--- src/rtl/upload_arb_pkg.sv ---
// Shared definitions for the upload channel arbiter.
//   arb_state_e     : arbiter FSM state encoding
//   SRC_*           : requester index assignments
//   DEFAULT_NUM_SRC : default number of requesters
package upload_arb_pkg;

  typedef enum logic [1:0] {
    ST_IDLE    = 2'd0,
    ST_GRANT   = 2'd1,
    ST_RELEASE = 2'd2
  } arb_state_e;

  localparam int unsigned SRC_UART = 0;
  localparam int unsigned SRC_SPI  = 1;
  localparam int unsigned SRC_DSM  = 2;

  localparam int unsigned DEFAULT_NUM_SRC = 3;

endpackage

--- src/rtl/upload_rr_pick.sv ---
// Combinational round-robin picker.
//   eligible : per-source eligibility vector
//   rr_ptr   : index that has highest priority this round
//   found    : at least one source is eligible
//   index    : first eligible index at or after rr_ptr, modulo NUM_SRC
module upload_rr_pick #(
  parameter int unsigned NUM_SRC = 3
) (
  input  logic [NUM_SRC-1:0]         eligible,
  input  logic [$clog2(NUM_SRC)-1:0] rr_ptr,
  output logic                       found,
  output logic [$clog2(NUM_SRC)-1:0] index
);

  localparam int unsigned IW = $clog2(NUM_SRC);

  logic [NUM_SRC-1:0] rot;
  int unsigned        j;
  int unsigned        sel;

  always_comb begin
    rot   = '0;
    j     = 0;
    sel   = 0;
    found = 1'b0;
    index = '0;
    // Rotate so rr_ptr lands at bit 0.
    for (int unsigned k = 0; k < NUM_SRC; k++) begin
      j = 32'(rr_ptr) + k;
      if (j >= NUM_SRC) j = j - NUM_SRC;
      rot[k] = eligible[j];
    end
    // Lowest set bit wins; scanning downward lets the last hit be the lowest.
    for (int unsigned k = NUM_SRC; k > 0; k--) begin
      if (rot[k-1]) begin
        found = 1'b1;
        sel   = k - 1;
      end
    end
    // Undo the rotation.
    j = 32'(rr_ptr) + sel;
    if (j >= NUM_SRC) j = j - NUM_SRC;
    index = IW'(j);
  end

endmodule

--- src/rtl/upload_arbiter.sv ---
// Packet-level round-robin arbiter for the command processor upload channel.
// One source owns the channel for a whole packet; a watchdog forces release
// of a grant that sees no transfer for TIMEOUT_CYCLES cycles.
//   src_req/src_valid/src_data/src_source/src_ready : per-source upload ports
//   up_req/up_valid/up_data/up_source/up_ready      : merged upload port
//   grant_id      : current or last grantee
//   busy          : channel granted
//   timeout_pulse : one cycle high after a forced release
module upload_arbiter
  import upload_arb_pkg::*;
#(
  parameter int unsigned NUM_SRC        = DEFAULT_NUM_SRC,
  parameter int unsigned TIMEOUT_CYCLES = 65535
) (
  input  logic                       clk,
  input  logic                       rst_n,
  input  logic [NUM_SRC-1:0]         src_req,
  input  logic [NUM_SRC-1:0]         src_valid,
  input  logic [8*NUM_SRC-1:0]       src_data,
  input  logic [8*NUM_SRC-1:0]       src_source,
  output logic [NUM_SRC-1:0]         src_ready,
  output logic                       up_req,
  output logic                       up_valid,
  output logic [7:0]                 up_data,
  output logic [7:0]                 up_source,
  input  logic                       up_ready,
  output logic [$clog2(NUM_SRC)-1:0] grant_id,
  output logic                       busy,
  output logic                       timeout_pulse
);

  localparam int unsigned GW = $clog2(NUM_SRC);
  localparam int unsigned WW = (TIMEOUT_CYCLES > 0) ? $clog2(TIMEOUT_CYCLES + 1) : 1;
  localparam logic [WW-1:0] WD_LAST = (TIMEOUT_CYCLES > 0) ? WW'(TIMEOUT_CYCLES - 1) : '0;

  arb_state_e         state_q, state_d;
  logic [GW-1:0]      grant_q, grant_d;
  logic [GW-1:0]      rr_ptr_q, rr_ptr_d;
  logic [WW-1:0]      wd_cnt_q, wd_cnt_d;
  logic [NUM_SRC-1:0] stuck_q, stuck_d;
  logic               timeout_q, timeout_d;

  logic               pick_found;
  logic [GW-1:0]      pick_idx;
  logic               xfer;
  logic               wd_expire;

  upload_rr_pick #(.NUM_SRC(NUM_SRC)) u_pick (
    .eligible (src_req & ~stuck_q),
    .rr_ptr   (rr_ptr_q),
    .found    (pick_found),
    .index    (pick_idx)
  );

  // Zero-latency pass-through from the grantee; valid is withheld once its
  // req has dropped so nothing leaks after the packet end.
  always_comb begin
    up_req    = 1'b0;
    up_valid  = 1'b0;
    up_data   = '0;
    up_source = '0;
    src_ready = '0;
    if (state_q == ST_GRANT) begin
      up_req              = src_req[grant_q];
      up_valid            = src_valid[grant_q] & src_req[grant_q];
      up_data             = src_data[8*grant_q +: 8];
      up_source           = src_source[8*grant_q +: 8];
      src_ready[grant_q]  = up_ready;
    end
  end

  assign xfer          = up_valid & up_ready;
  assign wd_expire     = (TIMEOUT_CYCLES != 0) && (wd_cnt_q == WD_LAST) && !xfer;
  assign busy          = (state_q == ST_GRANT);
  assign grant_id      = grant_q;
  assign timeout_pulse = timeout_q;

  always_comb begin
    state_d   = state_q;
    grant_d   = grant_q;
    rr_ptr_d  = rr_ptr_q;
    wd_cnt_d  = wd_cnt_q;
    stuck_d   = stuck_q & src_req;
    timeout_d = 1'b0;
    case (state_q)
      ST_IDLE: begin
        if (pick_found) begin
          state_d  = ST_GRANT;
          grant_d  = pick_idx;
          rr_ptr_d = (32'(pick_idx) == NUM_SRC - 1) ? '0 : pick_idx + GW'(1);
          wd_cnt_d = '0;
        end
      end
      ST_GRANT: begin
        // A req drop wins over a coincident expiry: normal release, no stuck.
        if (!src_req[grant_q]) begin
          state_d = ST_RELEASE;
        end else if (wd_expire) begin
          state_d           = ST_RELEASE;
          stuck_d[grant_q]  = 1'b1;
          timeout_d         = 1'b1;
        end else if (xfer) begin
          wd_cnt_d = '0;
        end else if (wd_cnt_q != '1) begin
          wd_cnt_d = wd_cnt_q + WW'(1);
        end
      end
      ST_RELEASE: state_d = ST_IDLE;
      default:    state_d = ST_IDLE;
    endcase
  end

  always_ff @(posedge clk or negedge rst_n) begin
    if (!rst_n) begin
      state_q   <= ST_IDLE;
      grant_q   <= '0;
      rr_ptr_q  <= '0;
      wd_cnt_q  <= '0;
      stuck_q   <= '0;
      timeout_q <= 1'b0;
    end else begin
      state_q   <= state_d;
      grant_q   <= grant_d;
      rr_ptr_q  <= rr_ptr_d;
      wd_cnt_q  <= wd_cnt_d;
      stuck_q   <= stuck_d;
      timeout_q <= timeout_d;
    end
  end

endmodule

--- config.mk ---
export PLATFORM = sky130hd
export DESIGN_NAME = upload_arbiter
export DESIGN_NICKNAME = d
export VERILOG_FILES = /design/src/rtl/upload_arb_pkg.sv /design/src/rtl/upload_rr_pick.sv /design/src/rtl/upload_arbiter.sv
export SDC_FILE = /design/constraint.sdc
export NUM_CORES = 1
export LEC_CHECK = 0
export ABC_CLOCK_PERIOD_IN_PS = 6800
export CORE_UTILIZATION = 49
export CTS_BUF_LIST = sky130_fd_sc_hd__clkbuf_8
export DETAILED_ROUTE_END_ITERATION = 6
export PLACE_DENSITY = 0.88
export SYNTH_ARGS = -nofsm -noshare
export SYNTH_HDL_FRONTEND = slang
export SYNTH_SLANG_ARGS = --single-unit
--- constraint.sdc ---
create_clock -name clk -period 6.8 [get_ports clk]
set_input_delay 0.68 -clock clk [delete_from_list [all_inputs] [get_ports clk]]
set_output_delay 0.68 -clock clk [all_outputs]
set_load 0.005 [all_outputs]
==> impl_metrics.py <==
metrics = {
    "layout": {
        "area_delta_synth_final_pct": 41.5,
        "fillers": 312,
        "fin_area_um2": 3040,
        "final_cell_mix": "clkdlybuf4s50_1, nor2_1, nand2_1, dfrtp_1, a21oi_1",
        "fin_util_pct": 74.0,
        "antenna_cells": 0,
        "final_common_cell": "clkdlybuf4s50_1",
        "fin_nets": 412,
        "drive_gt1_share_pct": 4.35,
    },
    "die": {
        "die_area_um2": 4660,
        "die_height_um": 68.3,
        "core_area_um2": 4120,
        "fp.dieW_um": 68.3,
        "rows": 23,
        "start_util_pct": 52.3,
        "top_level_ports": 82,
    },
    "sta": {
        "tns_ps": 0,
        "hold_ws_ps": 490,
        "max_freq_mhz": 300,
        "finClkSkew_ps": 11.0,
        "tightestPinTransition_ps": 1030,
        "hold_viol": 0,
        "rsz0062_at_grt": "false",
        "period_needed_ps": 3340,
        "finalCritPeriodShare_pct": 49.1,
        "final-setup-viol-count": 0,
        "slew_headroom_pct": 30.9,
        "slew_viol_final": 0,
        "fin_ws_ps": 3460,
    },
    "clocking": {
        "holdBufCountCts": 0,
        "cts.sinks": 26,
        "clock_latency_ps": 280,
        "cts_resized": 0,
        "clk_pin_slew_ps": 100,
        "clockBufferDepth": 2,
        "cts_root_buffer": "clkbuf_8",
        "cts_setup_buffers": 0,
        "tritoncts": "built",
        "cts_buffers": 3,
        "htreeDepth": 1,
    },
    "drt": {
        "final_antenna_net_count": 0,
        "drt_iter0_drc": 186,
        "wl_met2_um": 2980,
        "highest_layer": "met4",
        "wl_met1_um": 2450,
        "wl_um": 5930,
        "wl_met3_um": 437,
        "drc": 0,
        "drt_pre_antenna_iters": 5,
        "wl_per_cell_um": 15.0,
        "vias": 2313,
        "viasPerCell": 5.86,
    },
    "synth": {
        "ys_seq_area_share_pct": 30.3,
        "synth_top_area_share_pct": 30.3,
        "synthCells": 270,
        "synth_flop_cell": "dfrtp_1",
        "yosys_warnings": 0,
        "syn-cell-area_um2": 2150,
        "synth_seq_cells": 26,
        "yosys-top-cells-area": "dfrtp_1, mux2i_1, nor2_1, a21oi_1, ha_1",
        "synth_area_leader_cell": "dfrtp_1",
        "syn-num-nets": 336,
        "synth_cell_type_count": 48,
        "synth-edff-count": 0,
        "async_reset_ff_share_pct": 100,
        "synth.avg_cell_area_um2": 7.97,
    },
    "placement": {
        "place_area_um2": 2970,
        "dpl_worst_slack_ps": 3210,
        "gp_congestion": 0.919,
        "io_buffer_count": 81,
        "hpwl_um": 4380,
    },
    "grt": {
        "antenna_found_initial": 0,
        "grtUsageTotal_pct": 26.5,
        "grt_pass1_vias": 2121,
        "grt_pass1_wl_um": 9250,
        "gr-total-overflow": 0,
        "grt_max_degree": 27,
    },
    "pwr": {
        "p_leak_uw": 0.00132,
        "power.density_nw_per_um2": 373,
        "peakVddDrop_v": 0.000288,
    },
    "critical_path": {
        "crit_required_ps": 6950,
        "cp-end-kind": "flop",
        "crit_fanout": 5,
        "critPathKind": "input port to flop",
        "setup.worst_path.start_class": "input port",
        "critPathArrivalTime_ps": 3490,
    },
    "job": {
        "cap_violations": 0,
    },
    "min_path": {
        "hp-class": "flop to flop",
    },
    "run_status": {
        "status": "finished clean",
    },
}
[worst paths after layout]
kind / startpoint / slack (ps) / cells past startpoint / endpoint
worst max-delay path: src_req[1] / 3460 / 16 / rr_ptr_q[0]
worst min-delay path: wd_cnt_q[15] / 490 / 1 / wd_cnt_q[15]
worst max register to register: rr_ptr_q[0] / 3540 / 17 / rr_ptr_q[0]
worst min register to register: wd_cnt_q[15] / 490 / 1 / wd_cnt_q[15]
max in group asynchronous: rst_n / 5780 / 2 / stuck_q[2]
min in group asynchronous: rst_n / 760 / 2 / wd_cnt_q[2]
[power by group]
part | switching [uW] | internal, uW | total [uW]
Sequential | 23.2 | 182 | 205
Combinational | 438 | 360 | 798
Clock | 53.3 | 78.9 | 132
[cell usage after synthesis, types with 3 or more instances]
library cell / count
nand2b_1: 5
nor2b_1: 3
ha_1: 8
o21ai_0: 11
o21a_1: 8
nand3_1: 10
nand3b_1: 3
inv_1: 7
nand2_1: 26
o22a_1: 8
o211ai_1: 3
a31oi_1: 5
and3_1: 6
clkbuf_1: 6
mux2i_1: 20
and2_1: 3
o21ai_1: 3
nor3_1: 3
a21oi_1: 21
dfrtp_1: 26
nor2_1: 48
nor4_1: 4
[per-layer routing]
layer	GRT usage (%)	vias up
met4	7.03	0
met2	44.4	90
met3	7.33	8
met1	33.2	1100
li1	-	1115
met5	0	-
[flip-flops by register name (all words and copies together), names as in the netlist]
| signal | count |
|---|---|
| timeout_pulse | 1 |
| grant_id | 2 |
| state_q | 2 |
| stuck_q | 3 |
| wd_cnt_q | 16 |
| rr_ptr_q | 2 |
[metrics by stage]
stage                     total power [uW]  instances
after global routing                  1220        395
after CTS                             1130        395
after detailed placement               986        391
after floorplan                        747        270
after global placement                 966        391
final                                 1140        395
[critical path, stage by stage]
cell and delay [ps]:
clkdlybuf4s50_1 500, nand2b_1 100, a22oi_1 270, nand2_1 110, a21oi_1 130, ha_1 150, inv_1 40, fa_1 530
inv_1 60, ha_1 180, nor2b_1 260, nand2_1 140, nand3b_1 100, o21ai_0 90, nand2_1 70, o21ai_0 70
[logic make-up (layout without fill, tap and decap cells)]
logic type      count (synthesis)  after routing  synth area share [%]
simple gates                  122            122                  27.7
mux                            21             21                  9.83
compound gates                 72             72                  21.9
flops                          26             26                  30.2
fa+ha+maj                       9              9                  5.58
buf+inv                        20             95                  4.65
[cell type report]
type	count	area (um^2)	area share, %
Multi-Input combinational cell	224	1400	46.0
Timing Repair Buffer	84	833	27.4
Sequential cell	26	651	21.4
Tap cell	50	62.6	2.06
Clock buffer	3	41.3	1.36
Clock inverter	1	30.0	0.986
Inverter	7	26.3	0.863
(Power assumes the default switching activity.)
